[src/rtl/serial_add_ctrl.sv]
// Bit-serial add/subtract sequencer. One full_adder handles one bit pair per clock,
// LSB first. A registered carry links the bits, and a shift register collects the result.
// start/busy/done handshake with the core control.

module full_adder (
  input  logic i_a,
  input  logic i_b,
  input  logic i_c,
  output logic o_s,
  output logic o_c
);
  assign o_s = i_a ^ i_b ^ i_c;
  assign o_c = (i_a & i_b) | (i_c & (i_a ^ i_b));
endmodule

module serial_add_ctrl #(
  parameter int WIDTH = 32
) (
  input  logic             clk,
  input  logic             rst_n,
  input  logic             start,
  input  logic             sub,
  input  logic [WIDTH-1:0] a,
  input  logic [WIDTH-1:0] b,
  output logic             busy,
  output logic             done,
  output logic [WIDTH-1:0] sum,
  output logic             cout,
  output logic             overflow
);
  localparam int CW = (WIDTH > 1) ? $clog2(WIDTH) : 1;
  localparam logic [CW-1:0] LAST = CW'(WIDTH - 1);

  typedef enum logic [1:0] {IDLE, RUN, DONE} state_t;

  state_t           r_state;
  logic [WIDTH-1:0] r_opa;
  logic [WIDTH-1:0] r_opb;
  logic [WIDTH-1:0] r_sum;
  logic [CW-1:0]    r_cnt;
  logic             r_carry;
  logic             r_cout;
  logic             r_ovf;
  logic             r_busy;
  logic             r_done;
  logic             w_s;
  logic             w_c;

  // The only adder in the datapath: one bit pair plus the registered carry
  full_adder u_fa (
    .i_a (r_opa[0]),
    .i_b (r_opb[0]),
    .i_c (r_carry),
    .o_s (w_s),
    .o_c (w_c)
  );

  // Sequencer: accept in IDLE/DONE, shift one bit per RUN edge, flag at the last bit
  always_ff @(posedge clk or negedge rst_n) begin
    if (!rst_n) begin
      r_state <= IDLE;
      r_opa   <= '0;
      r_opb   <= '0;
      r_sum   <= '0;
      r_cnt   <= '0;
      r_carry <= 1'b0;
      r_cout  <= 1'b0;
      r_ovf   <= 1'b0;
      r_busy  <= 1'b0;
      r_done  <= 1'b0;
    end else begin
      case (r_state)
        IDLE, DONE: begin
          r_done <= 1'b0;
          if (start) begin
            // Subtraction: invert B and inject a carry of 1 (two's complement)
            r_opa   <= a;
            r_opb   <= sub ? ~b : b;
            r_carry <= sub;
            r_cnt   <= '0;
            r_busy  <= 1'b1;
            r_state <= RUN;
          end else begin
            r_state <= IDLE;
          end
        end
        RUN: begin
          r_sum   <= {w_s, r_sum[WIDTH-1:1]};
          r_opa   <= {1'b0, r_opa[WIDTH-1:1]};
          r_opb   <= {1'b0, r_opb[WIDTH-1:1]};
          r_carry <= w_c;
          r_cnt   <= r_cnt + 1'b1;
          if (r_cnt == LAST) begin
            // r_carry holds the carry into the MSB at this edge
            r_cout  <= w_c;
            r_ovf   <= w_c ^ r_carry;
            r_busy  <= 1'b0;
            r_done  <= 1'b1;
            r_state <= DONE;
          end
        end
        default: begin
          r_busy  <= 1'b0;
          r_done  <= 1'b0;
          r_state <= IDLE;
        end
      endcase
    end
  end

  assign busy     = r_busy;
  assign done     = r_done;
  assign sum      = r_sum;
  assign cout     = r_cout;
  assign overflow = r_ovf;

endmodule

[config.mk]
export PLATFORM = sky130hd
export DESIGN_NAME = serial_add_ctrl
export DESIGN_NICKNAME = d
export VERILOG_FILES = /design/src/rtl/serial_add_ctrl.sv
export SDC_FILE = /design/constraint.sdc
export NUM_CORES = 1
export LEC_CHECK = 0
export ABC_AREA = 1
export CAP_MARGIN = 20
export CORE_AREA = 3 3 124 114
export CTS_CLUSTER_DIAMETER = 60
export CTS_CLUSTER_SIZE = 30
export DETAILED_ROUTE_END_ITERATION = 12
export DIE_AREA = 0 0 127 117
export GPL_TIMING_DRIVEN = 0
export PLACE_DENSITY = 0.62
export REMOVE_ABC_BUFFERS = 1
export SLEW_MARGIN = 30
export SYNTH_ARGS = -nofsm -noshare
export SYNTH_HDL_FRONTEND = slang
export SYNTH_SLANG_ARGS = --single-unit
[constraint.sdc]
create_clock -name clk -period 1.5 [get_ports clk]
set_clock_uncertainty 0.15 [all_clocks]
set_input_delay 0.225 -clock clk [delete_from_list [all_inputs] [get_ports clk]]
set_output_delay 0.225 -clock clk [all_outputs]
set_load 0.01 [all_outputs]
## Word level (Yosys, flattened, before mapping)

Cells that the tools add are included.

| word-level totals | value |
|---|---|
| register bits after elaboration | 108 |
| bits in latches | 0 |
| RAM bits | 0 |
| memory bits (read-only) | 0 |
| input bits | 68 |
| memories | 0 |

| cells by class | value |
|---|---|
| add/subtract/negate cells | 1 |
| multipliers | 0 |
| div/mod/pow operators | 0 |
| magnitude comparators | 0 |
| eq/ne operators | 5 |
| shift-type cells | 0 |
| mux-type cells | 17 |
| bitwise operators | 7 |
| reduce and logical (&&, ||, !) cells | 6 |

Operators by type and width:

| kind | number |
|---|---|
| case mux 32 bit (2 select lines) | 2 |
| 2-to-1 mux 32 bit | 3 |
| NOT 32 bit | 1 |
| case mux 5 bit (2 select lines) | 1 |
| 2-to-1 mux 1 bit | 6 |
| AND reduction 2 bit | 3 |
| adder 5 x 1 -> 5 bit, second input constant | 1 |
| equality test 5 bit, second input constant | 1 |
| 2-to-1 mux 5 bit | 1 |
| inequality test 2 bit, second input constant | 2 |
| case mux 1 bit (2 select lines) | 2 |
| case mux 2 bit (2 select lines) | 1 |
| bitwise XOR 1 bit | 3 |
| AND 1 bit | 2 |
| equality test 2 x 1 -> 1 bit, second input constant | 1 |
| equality test 2 bit, second input constant | 1 |
| logical NOT 2 bit | 1 |
| 2-to-1 mux 2 bit | 1 |
| nonzero test 2 bit | 1 |
| OR reduction 2 bit | 1 |
| OR 1 bit | 1 |

## Depth between registers and ports, before layout

Gate-level depths: netlist of the first run.

| logic depth | value |
|---|---|
| depth after elaboration | 4 |
| gate-level depth with buffers | 8 |
| depth with buffers taken out | 8 |

## Hierarchy

A second synthesis of the first run with hierarchy kept.

| unflattened totals | value |
|---|---|
| cell total of the unflattened synthesis | 656 |
| area, all modules | 5083.6 µm² |

Modules (own cells, without submodules):

| module | times used | cells each | area each (µm²) | sequential area each (µm²) |
|---|---|---|---|---|
| serial_add_ctrl | 1 | 655 | 5063.6 | 2677.6 |
| full_adder | 1 | 1 | 20.0 | 0.0 |

## Least setup slack after synthesis of the first run

No wires, ideal clock.

| timing | value |
|---|---|
| kind | register to register |
| start | register r_cnt[0] |
| end | register r_cout (netlist: cout) |
| library setup time | 0.117 ns |
| arrival time | 1.137 ns |
| setup slack | 0.096 ns |
| stages on the path, launching flop included | 9 |
| buffers on the path | 0 |
| cell sequence | dfrtp_1 > ha_1 > nand2_1 > nor2_1 > ha_1 > nand2_1 > inv_1 > nand2_1 > nand2_1 |

| on the way | value |
|---|---|
| longest elaborated chain between the ends | 2 |

RTL lines:

| element | RTL line | RTL |
|---|---|---|
| from (decl) | 40 | `logic [CW-1:0] r_cnt;` |
| from (signal assigned) | 92 | `r_cnt <= r_cnt + 1'b1;` |
| equality test 5 bit | 93 | `if (r_cnt == LAST) begin` |
| AND reduction 2 bit (no line) | n/a |  |
| to (signal assigned) | 95 | `r_cout <= w_c;` |
| to (decl) | 42 | `logic r_cout;` |

Every way passes these cells.
A chain may end at the register's enable or synchronous reset.

## Worst setup path in the final report of the first run

| timing | value |
|---|---|
| start | register r_state[0] |
| end | register r_cnt[2] |

| on the way | value |
|---|---|
| longest elaborated chain between the ends | 4 |

RTL lines:

| element | RTL line | RTL |
|---|---|---|
| from (decl) | 36 | `state_t r_state;` |
| from (signal assigned) | 61 | `r_state <= IDLE;` |
| from (signal assigned) | 82 | `r_state <= RUN;` |
| from (signal assigned) | 84 | `r_state <= IDLE;` |
| equality test 2 bit or logical NOT 2 bit (tied branches) | 72 | `case (r_state)` |
| OR reduction 2 bit | 72 |  |
| inequality test 2 bit (no line) or nonzero test 2 bit (tied branches) | n/a |  |
| AND reduction 2 bit (no line) | n/a |  |

Several ways; a longest one is shown, not always the timed one.

==> results.md, run 1 <==
Status:
- The flow ran to the end, and the final reports show no timing, DRC or antenna violations.

STA:
- The worst path needs 1.48 ns of the cycle, external delays included.
- The fmax is 673 MHz.
- Setup violations remaining at the end of the flow were counted as 0.
- The period utilization is 99.0%.
- The max-slew violation total from the final report is 0.
- The final number of hold-violating endpoints came to 0.
- The hold slack is 0.240 ns.
- The total negative slack is 0 ns.
- The relative slew slack is 64.0%.
- Setup repair after global routing could not meet its margin everywhere.
- For the pin with the worst max-slew slack, the measured transition is 0.541 ns.

Synthesis:
- The register bit total from synthesis is 107.
- The count of distinct cell types in the synthesized netlist is 21.
- Yosys printed 0 warnings.
- Counting every instance in the synthesized netlist gives 657.
- Summing every instance area after synthesis gives 5120 um2.
- The post-synthesis sequential area ratio is 52.3%.
- The synthesized area divided by synthesized cell count is 7.80 um2.

Place:
- The congestion estimate from routability-driven global placement came to 0.769.
- Detailed placement finished with a half-perimeter wire length of 7720 um.
- The number of buffers inserted by port buffering is 103.
- Once placement finished, the instance area stood at 6340 um2.

Route:
- The number of search-and-repair iterations in the first detailed-routing pass is 5.
- For this run, design rule violations remaining after detail routing come to 0.
- The final routed wire length divided by cell count is 14.4 um.
- The post-detailed-route via-to-cell ratio is 4.89.
- Summed over all layers, the routed wires come to 13,500 um.
- The total number of vias is 4,596.
- The first routing iteration left 238 violations.
- Once detail routing completed, the nets flagged for antenna violations numbered 0.

Clock tree:
- The maximum clock insertion buffer count is 2.
- CTS built an H-tree with a depth of 3.
- The clock buffer count from CTS is 9.
- The later pin in the worst-skew pair is clocked with a latency of 0.36 ns.
- The clock sink count is 107.
- The clock tree from TritonCTS is built.
- Clock-pin slew was measured on the worst setup and hold paths at 0.08 ns.
- The cell sitting at the root of the clock tree is a sky130_fd_sc_hd__clkbuf_16.

Final layout:
- The post-layout net count is 841.
- The number of diodes is 0.
- The library cells used most frequently in the layout, excluding fill and tap cells, are sky130_fd_sc_hd__nand2_1, sky130_fd_sc_hd__dfrtp_1, sky130_fd_sc_hd__nand3_1, sky130_fd_sc_hd__clkdlybuf4s50_1, sky130_fd_sc_hd__inv_1.
- The share of cells above drive strength 1 is 15.2%.
- The most frequent standard cell in the layout excluding fill and tap cells is sky130_fd_sc_hd__nand2_1.
- The number of fill cells in the layout is 1,162.
- The area of all placed cells without fillers is 7140 um2.
- The area growth from synthesis to layout is 39.3%.

Worst setup path:
- The critical path data required time is 1.65 ns.
- STA classifies the critical path startpoint as a flip-flop.
- For the worst setup path, the data arrival time is 1.63 ns.
- The highest cell delay on the worst timing path is 0.42 ns.
- Along the worst path, the maximum fanout reaches 6.
- The slowest stage of the critical path is the sky130_fd_sc_hd__dfrtp_2 cell.
- The signal on the critical path passes through clkinv_4 -> nor2_4 -> buf_12 -> buf_16 -> clkbuf_16 -> nand3_1 -> nand2_1.
- The worst setup path is captured at a flip-flop.
- The category of the most critical setup path is flip-flop to flip-flop.

Global route:
- The first-pass GRT wire length is 21,800 um.
- The global routing usage summed across all routing layers is 18.5%.
- The initial antenna violation count was 0.
- The total grt overflow is 0.
- Entering global routing, the biggest net connects 58 pins.
- The number of global-route vias before repair came to 4,344.

Die:
- The area of the die is 14,900 um2.
- The cell row count is 39.
- The number of ports placed on the die boundary is 104.
- The die outline width is 127 um.
- The area of the core is 12,800 um2.
- The floorplan step set the die height to 117 um.
- The initial cell density of the core is 40.1%.

Power:
- The leakage power summed over all cells is 3.59 nW.
- The total power per unit cell area is 1980 nW/um2.
- The worst vdd rail ir drop is 0.839 mV.

Min path:
- The tightest min-delay check is of the input pin to flip-flop type.

Job:
- The count of max-cap constraint violations is 0.
-- cells by family after synthesis --
kind of cell | synth area share (%)
compound gates | 3.47
xor+xnor | 0.342
fa+ha+maj | 0.879
buf+inv | 8.35
flops | 52.3
simple gates | 34.7
-- final cells by class --
type,count,area (um2),area share [%]
repair inverters,1,8.76,0.123
clock inverters,7,85.1,1.19
multi-input cells,462,2200,30.8
well taps,164,205,2.87
clock buffers,9,225,3.15
inverters,53,234,3.28
repair buffers,136,1500,21.0
flip-flops and latches,107,2680,37.5
-- layer usage --
metal  global-route usage, %  share of wire, %  up-vias
met5                       0                 0        -
met4                    4.50               1.5        0
met3                    5.94               7.2       21
met2                    29.3                45      152
met1                    25.1                47     2142
li1                        -                 -     2281
-- power by group --
| group | internal, W | switching (W) | total (W) |
|---|---|---|---|
| Clock | 0.00132 | 0.00115 | 0.00247 |
| Sequential | 0.00426 | 0.000836 | 0.00510 |
| Combinational | 0.00304 | 0.00350 | 0.00654 |
| Total | 0.00862 | 0.00549 | 0.0141 |
-- synthesized netlist by cell type --
| cell type | count | area [um2] |
|---|---|---|
| sky130_fd_sc_hd__xor2_1 | 1 | 8.76 |
| sky130_fd_sc_hd__xnor2_1 | 1 | 8.76 |
| sky130_fd_sc_hd__or2_2 | 31 | 194 |
| sky130_fd_sc_hd__nand4_1 | 1 | 6.26 |
| sky130_fd_sc_hd__nor2_2 | 1 | 6.26 |
| sky130_fd_sc_hd__fa_1 | 1 | 20.0 |
| sky130_fd_sc_hd__nor2_1 | 5 | 18.8 |
| sky130_fd_sc_hd__inv_1 | 51 | 191 |
| sky130_fd_sc_hd__clkbuf_1 | 8 | 30.0 |
| sky130_fd_sc_hd__o21ai_0 | 33 | 165 |
| sky130_fd_sc_hd__nand2_4 | 1 | 11.3 |
| sky130_fd_sc_hd__a21oi_1 | 1 | 5.00 |
| sky130_fd_sc_hd__nand2_1 | 284 | 1070 |
| sky130_fd_sc_hd__a21o_1 | 1 | 7.51 |
| sky130_fd_sc_hd__buf_6 | 3 | 33.8 |
| sky130_fd_sc_hd__buf_4 | 10 | 75.1 |
| sky130_fd_sc_hd__buf_2 | 18 | 90.1 |
| sky130_fd_sc_hd__nand3_1 | 95 | 475 |
| sky130_fd_sc_hd__dfrtp_1 | 107 | 2680 |
| sky130_fd_sc_hd__ha_1 | 2 | 25.0 |
| sky130_fd_sc_hd__inv_2 | 2 | 7.51 |
-- critical path: cells and delay by family (launching register included) --
kind	cells	cell delay, ns
flip-flops	1	0.42
buffers and inverters	4	0.53
AND/OR/NAND/NOR	3	0.31
-- per-stage QoR --
stage	util [%]	cells	total power, W	setup slack (ns)
2_1_floorplan	-	618	0.00811	-1.48
3_3_place_gp	48.0	885	0.00951	-4.12
3_5_place_dp	49.6	893	0.0105	-0.686
4_1_cts	53.8	928	0.0136	0.00573
5_1_grt	55.8	939	0.0152	-0.0380
6_report	55.8	939	0.0141	0.0152
-- state kept, by name (all words and copies together) (netlist names) --
| name | flops |
|---|---|
| r_opa | 32 |
| r_opb | 32 |
| sum | 32 |
| r_cnt | 5 |
| busy | 1 |
| cout | 1 |
| done | 1 |
| overflow | 1 |
| r_carry | 1 |
| r_state | 1 |
-- final timing paths --
check | cells after the start | slack (ns) | to | from
min in group asynchronous | 2 | 0.26 | sum[15] | rst_n
worst max-delay path | 7 | 0.02 | r_cnt[2] | r_state[0]
max in group asynchronous | 3 | 0.28 | r_opb[26] | rst_n
worst min register to register | 2 | 0.33 | sum[0] | sum[0]
worst min-delay path | 4 | 0.24 | r_opb[16] | sub
worst max register to register | 7 | 0.02 | r_cnt[2] | r_state[0]
-- what timing repair did --
item                       4_1_cts  5_1_grt
pin swaps                        4       11
hold buffers                     1        0
setup buffers                   11        7
hold endpoints to repair        56        0
gates resized for setup         56       33
setup endpoints to repair      139       61
gates cloned                     7        4
(Power assumes the default switching activity.)
==> run 2: changes to the inputs <==
Settings changed: CORE_AREA 3 3 124 114 to 3 3 118 120, DIE_AREA 0 0 127 117 to 0 0 121 123, RECOVER_POWER set to 100, REMOVE_ABC_BUFFERS 1 to unset.
==> results.md, run 2 (synthesis gave the netlist of run 1 again) <==
Die:
- The vertical extent of the die is 123 um (was 117 um).
- The die outline width is 121 um (was 127 um).
- The initial cell density of the core is 39.2% (was 40.1%).
- The area of the die was 14,900 um2 (about the same).
- The area of the core came to 13,100 um2 (was 12,800 um2).
- The cell row count is 42 (was 39).
- The number of ports placed on the die boundary is 104 (unchanged).

Route:
- The total number of vias is 4,535 (was 4,596).
- The DRC violation count after routing is 0 (unchanged).
- The number of DRC markers in iteration 0 is 412 (was 238).
- The remaining number of nets flagged by the antenna check after routing came to 0 (unchanged).
- The number of search-and-repair iterations in the first detailed-routing pass is 4 (was 5).
- The final routed wire length divided by cell count is 13.0 um (was 14.4 um).
- The post-detailed-route via-to-cell ratio was 4.75 (was 4.89).
- The wire length reported by the detailed router is 12,400 um (was 13,500 um).

Min path:
- The worst min-delay path class is input pin to flip-flop (unchanged).

Final layout:
- The number of diodes is 0 (unchanged).
- The post-layout net count was 845 (was 841).
- The utilization of the core after routing is 51.5% (was 55.8%).
- The register cell area after layout is 2680 um2 (unchanged).
- The share of cells above drive strength 1 came to 12.8% (was 15.2%).
- The most frequent standard cell in the layout excluding fill and tap cells is sky130_fd_sc_hd__nand2_1 (unchanged).
- The number of fill cells in the layout is 1,281 (was 1,162).
- Most used cells in the layout excluding fill and tap cells: sky130_fd_sc_hd__nand2_1, sky130_fd_sc_hd__dfrtp_1, sky130_fd_sc_hd__nand3_1, sky130_fd_sc_hd__clkdlybuf4s50_1, sky130_fd_sc_hd__inv_1 (unchanged).
- The final cell count without fillers is 955 (was 939).
- The area growth from synthesis to layout is 31.4% (was 39.3%).
- The area occupied by multi-input gates is 2040 um2 (was 2200 um2).

STA:
- The period utilization was 97.6% (was 99.0%).
- The final number of hold-violating endpoints came to 0 (unchanged).
- The hold slack is 0.189 ns (was 0.240 ns).
- The max-slew violation total from the final report was 0 (unchanged).
- The clock period minus worst slack came to 1.46 ns (was 1.48 ns).
- RSZ-0062 raised after global routing: true (unchanged).
- The pin slew with the least headroom to its limit is 0.497 ns (was 0.541 ns).
- The count of endpoints failing setup in the final report came to 0 (unchanged).
- The relative slew slack is 66.9% (was 64.0%).
- The fmax was 683 MHz (was 673 MHz).
- The setup slack of the critical path after layout is 0.0355 ns (was 0.0152 ns).

Clock tree:
- The root buffer cell is sky130_fd_sc_hd__clkbuf_16 (unchanged).
- The clock edge transition at the registers on the reported setup and hold paths is 0.07 ns (was 0.08 ns).
- The clock sink count is 107 (unchanged).
- The maximum clock insertion buffer count is 2 (unchanged).
- The insertion delay of the later-clocked pin in the worst-skew pair came to 0.35 ns (was 0.36 ns).
- The clock buffer count from CTS is 9 (unchanged).
- The H-tree depth reported by CTS is 3 (unchanged).
- The clock tree from TritonCTS is built (unchanged).

Worst setup path:
- The nature of the critical path startpoint is a flip-flop (unchanged).
- The data arrival at the endpoint of the critical path was 1.55 ns (was 1.63 ns).
- The peak fanout along the critical path was 4 (was 6).
- The critical path data required time is 1.59 ns (was 1.65 ns).
- The category of the most critical setup path is flip-flop to flip-flop (unchanged).
- The kind of end point of the critical path is a flip-flop (unchanged).

Power:
- The leakage power summed over all cells is 3.44 nW (was 3.59 nW).
- The clock network fraction of design power is 17.6% (was 17.5%).
- The worst vdd rail ir drop is 0.720 mV (was 0.839 mV).
- The fraction of power consumed by sequential logic is 40.0% (was 36.1%).
- The internal cell power came to 0.00772 W (was 0.00862 W).
- The switching power came to 0.00497 W (was 0.00549 W).
- The total power per unit cell area is 1880 nW/um2 (was 1980 nW/um2).
- The logic gate share of total power was 42.3% (was 46.4%).
- The net switching fraction of the power is 39.2% (was 38.9%).

Global route:
- The global routing usage summed across all routing layers is 17.1% (was 18.5%).
- The largest net degree at the start of global routing is 55 (was 58).
- The total grt overflow was 0 (unchanged).
- The first-pass GRT wire length is 20,500 um (was 21,800 um).
- The number of global-route vias before repair is 4,316 (was 4,344).
- The initial antenna violation count was 0 (unchanged).

Place:
- The placer congestion estimate is 0.783 (was 0.769).
- The HPWL reported at the end of detailed placement is 8960 um (was 7720 um).
- The worst slack after detailed placement is -0.300 ns (was -0.686 ns).
- The total instance count after detailed placement is 936 (was 893).
- The number of buffers inserted by port buffering is 102 (was 103).

Status:
- Result of the run: finished clean (unchanged).

Job:
- The count of max-cap constraint violations is 0 (unchanged).

Synthesis:
- The net count after synthesis is 728.
==> run 2: changes by cell type in the layout (fill, tap and decap cells not counted), sizes merged <==
cell / delta
buf: -4
dlygate4sd2: -1
nand2: -3
clkbuf: +14
bufbuf: -1
bufinv: -2
clkdlybuf4s50: +1
clkinvlp: +1
nor2: -1
==> run 2: metal layers <==
metal	vias to the layer above	wire (um)	global-route usage [%]	share of wire (%)
li1	2269	-	-	-
met1	2146	5910	23.3	48
met2	102	5780	27.7	47
met3	18	548	3.29	4.4
met4	0	164	5.10	1.3
met5	-	0	0	0
==> run 2: path summary, 6_finish.rpt <==
kind	depth (start not counted)	startpoint	slack [ns]	to
worst min-delay path	4	sub	0.19	r_opb[0]
min in group asynchronous	2	rst_n	0.24	sum[15]
max in group asynchronous	3	rst_n	0.19	done
worst min register to register	1	busy	0.33	busy
worst max-delay path	6	r_cnt[1]	0.04	busy
worst max register to register	6	r_cnt[1]	0.04	busy
==> run 2: layout make-up <==
class,count,share of cell area [%]
well taps,176,3.27
multi-input cells,458,30.4
clock buffers,9,3.34
flip-flops and latches,107,39.8
clock inverters,7,0.818
inverters,53,2.95
repair buffers,106,15.3
plain buffers,39,4.14
==> run 2: stage by stage <==
stage	power [W]	area (um2)	TNS, ns
finish	0.0127	6730	0
global route	0.0138	6730	-0.0628
CTS	0.0126	6650	0
detailed placement	0.0106	6390	-15.94
global placement	0.0104	6360	-442.63
floorplan	0.00845	5120	0
==> run 2: power by group through the flow <==
stage,clock (W),sequential [W],combinational (W)
finish,0.00224,0.00508,0.00537
global route,0.00241,0.00526,0.00614
CTS,0.00230,0.00507,0.00527
detailed placement,0,0.00513,0.00550
global placement,0,0.00509,0.00532
floorplan,0,0.00514,0.00331
==> run 2: critical path, cell delays in order (launching register included) <==
cell	delay (ns)
sky130_fd_sc_hd__dfrtp_1	0.39
sky130_fd_sc_hd__ha_2	0.20
sky130_fd_sc_hd__nand2_2	0.06
sky130_fd_sc_hd__nor2_2	0.11
sky130_fd_sc_hd__ha_2	0.23
sky130_fd_sc_hd__o21ai_2	0.07
sky130_fd_sc_hd__a21o_1	0.15
==> run 2: repair_timing <==
| item | 4_1_cts | 5_1_grt |
|---|---|---|
| setup endpoints to repair | 37 | 88 |
| buffers inserted | 1 | 1 |
| pin swaps | 0 | 7 |
| hold endpoints to repair | 53 | 0 |
| hold buffers | 1 | 0 |
| resized for setup | 37 | 39 |
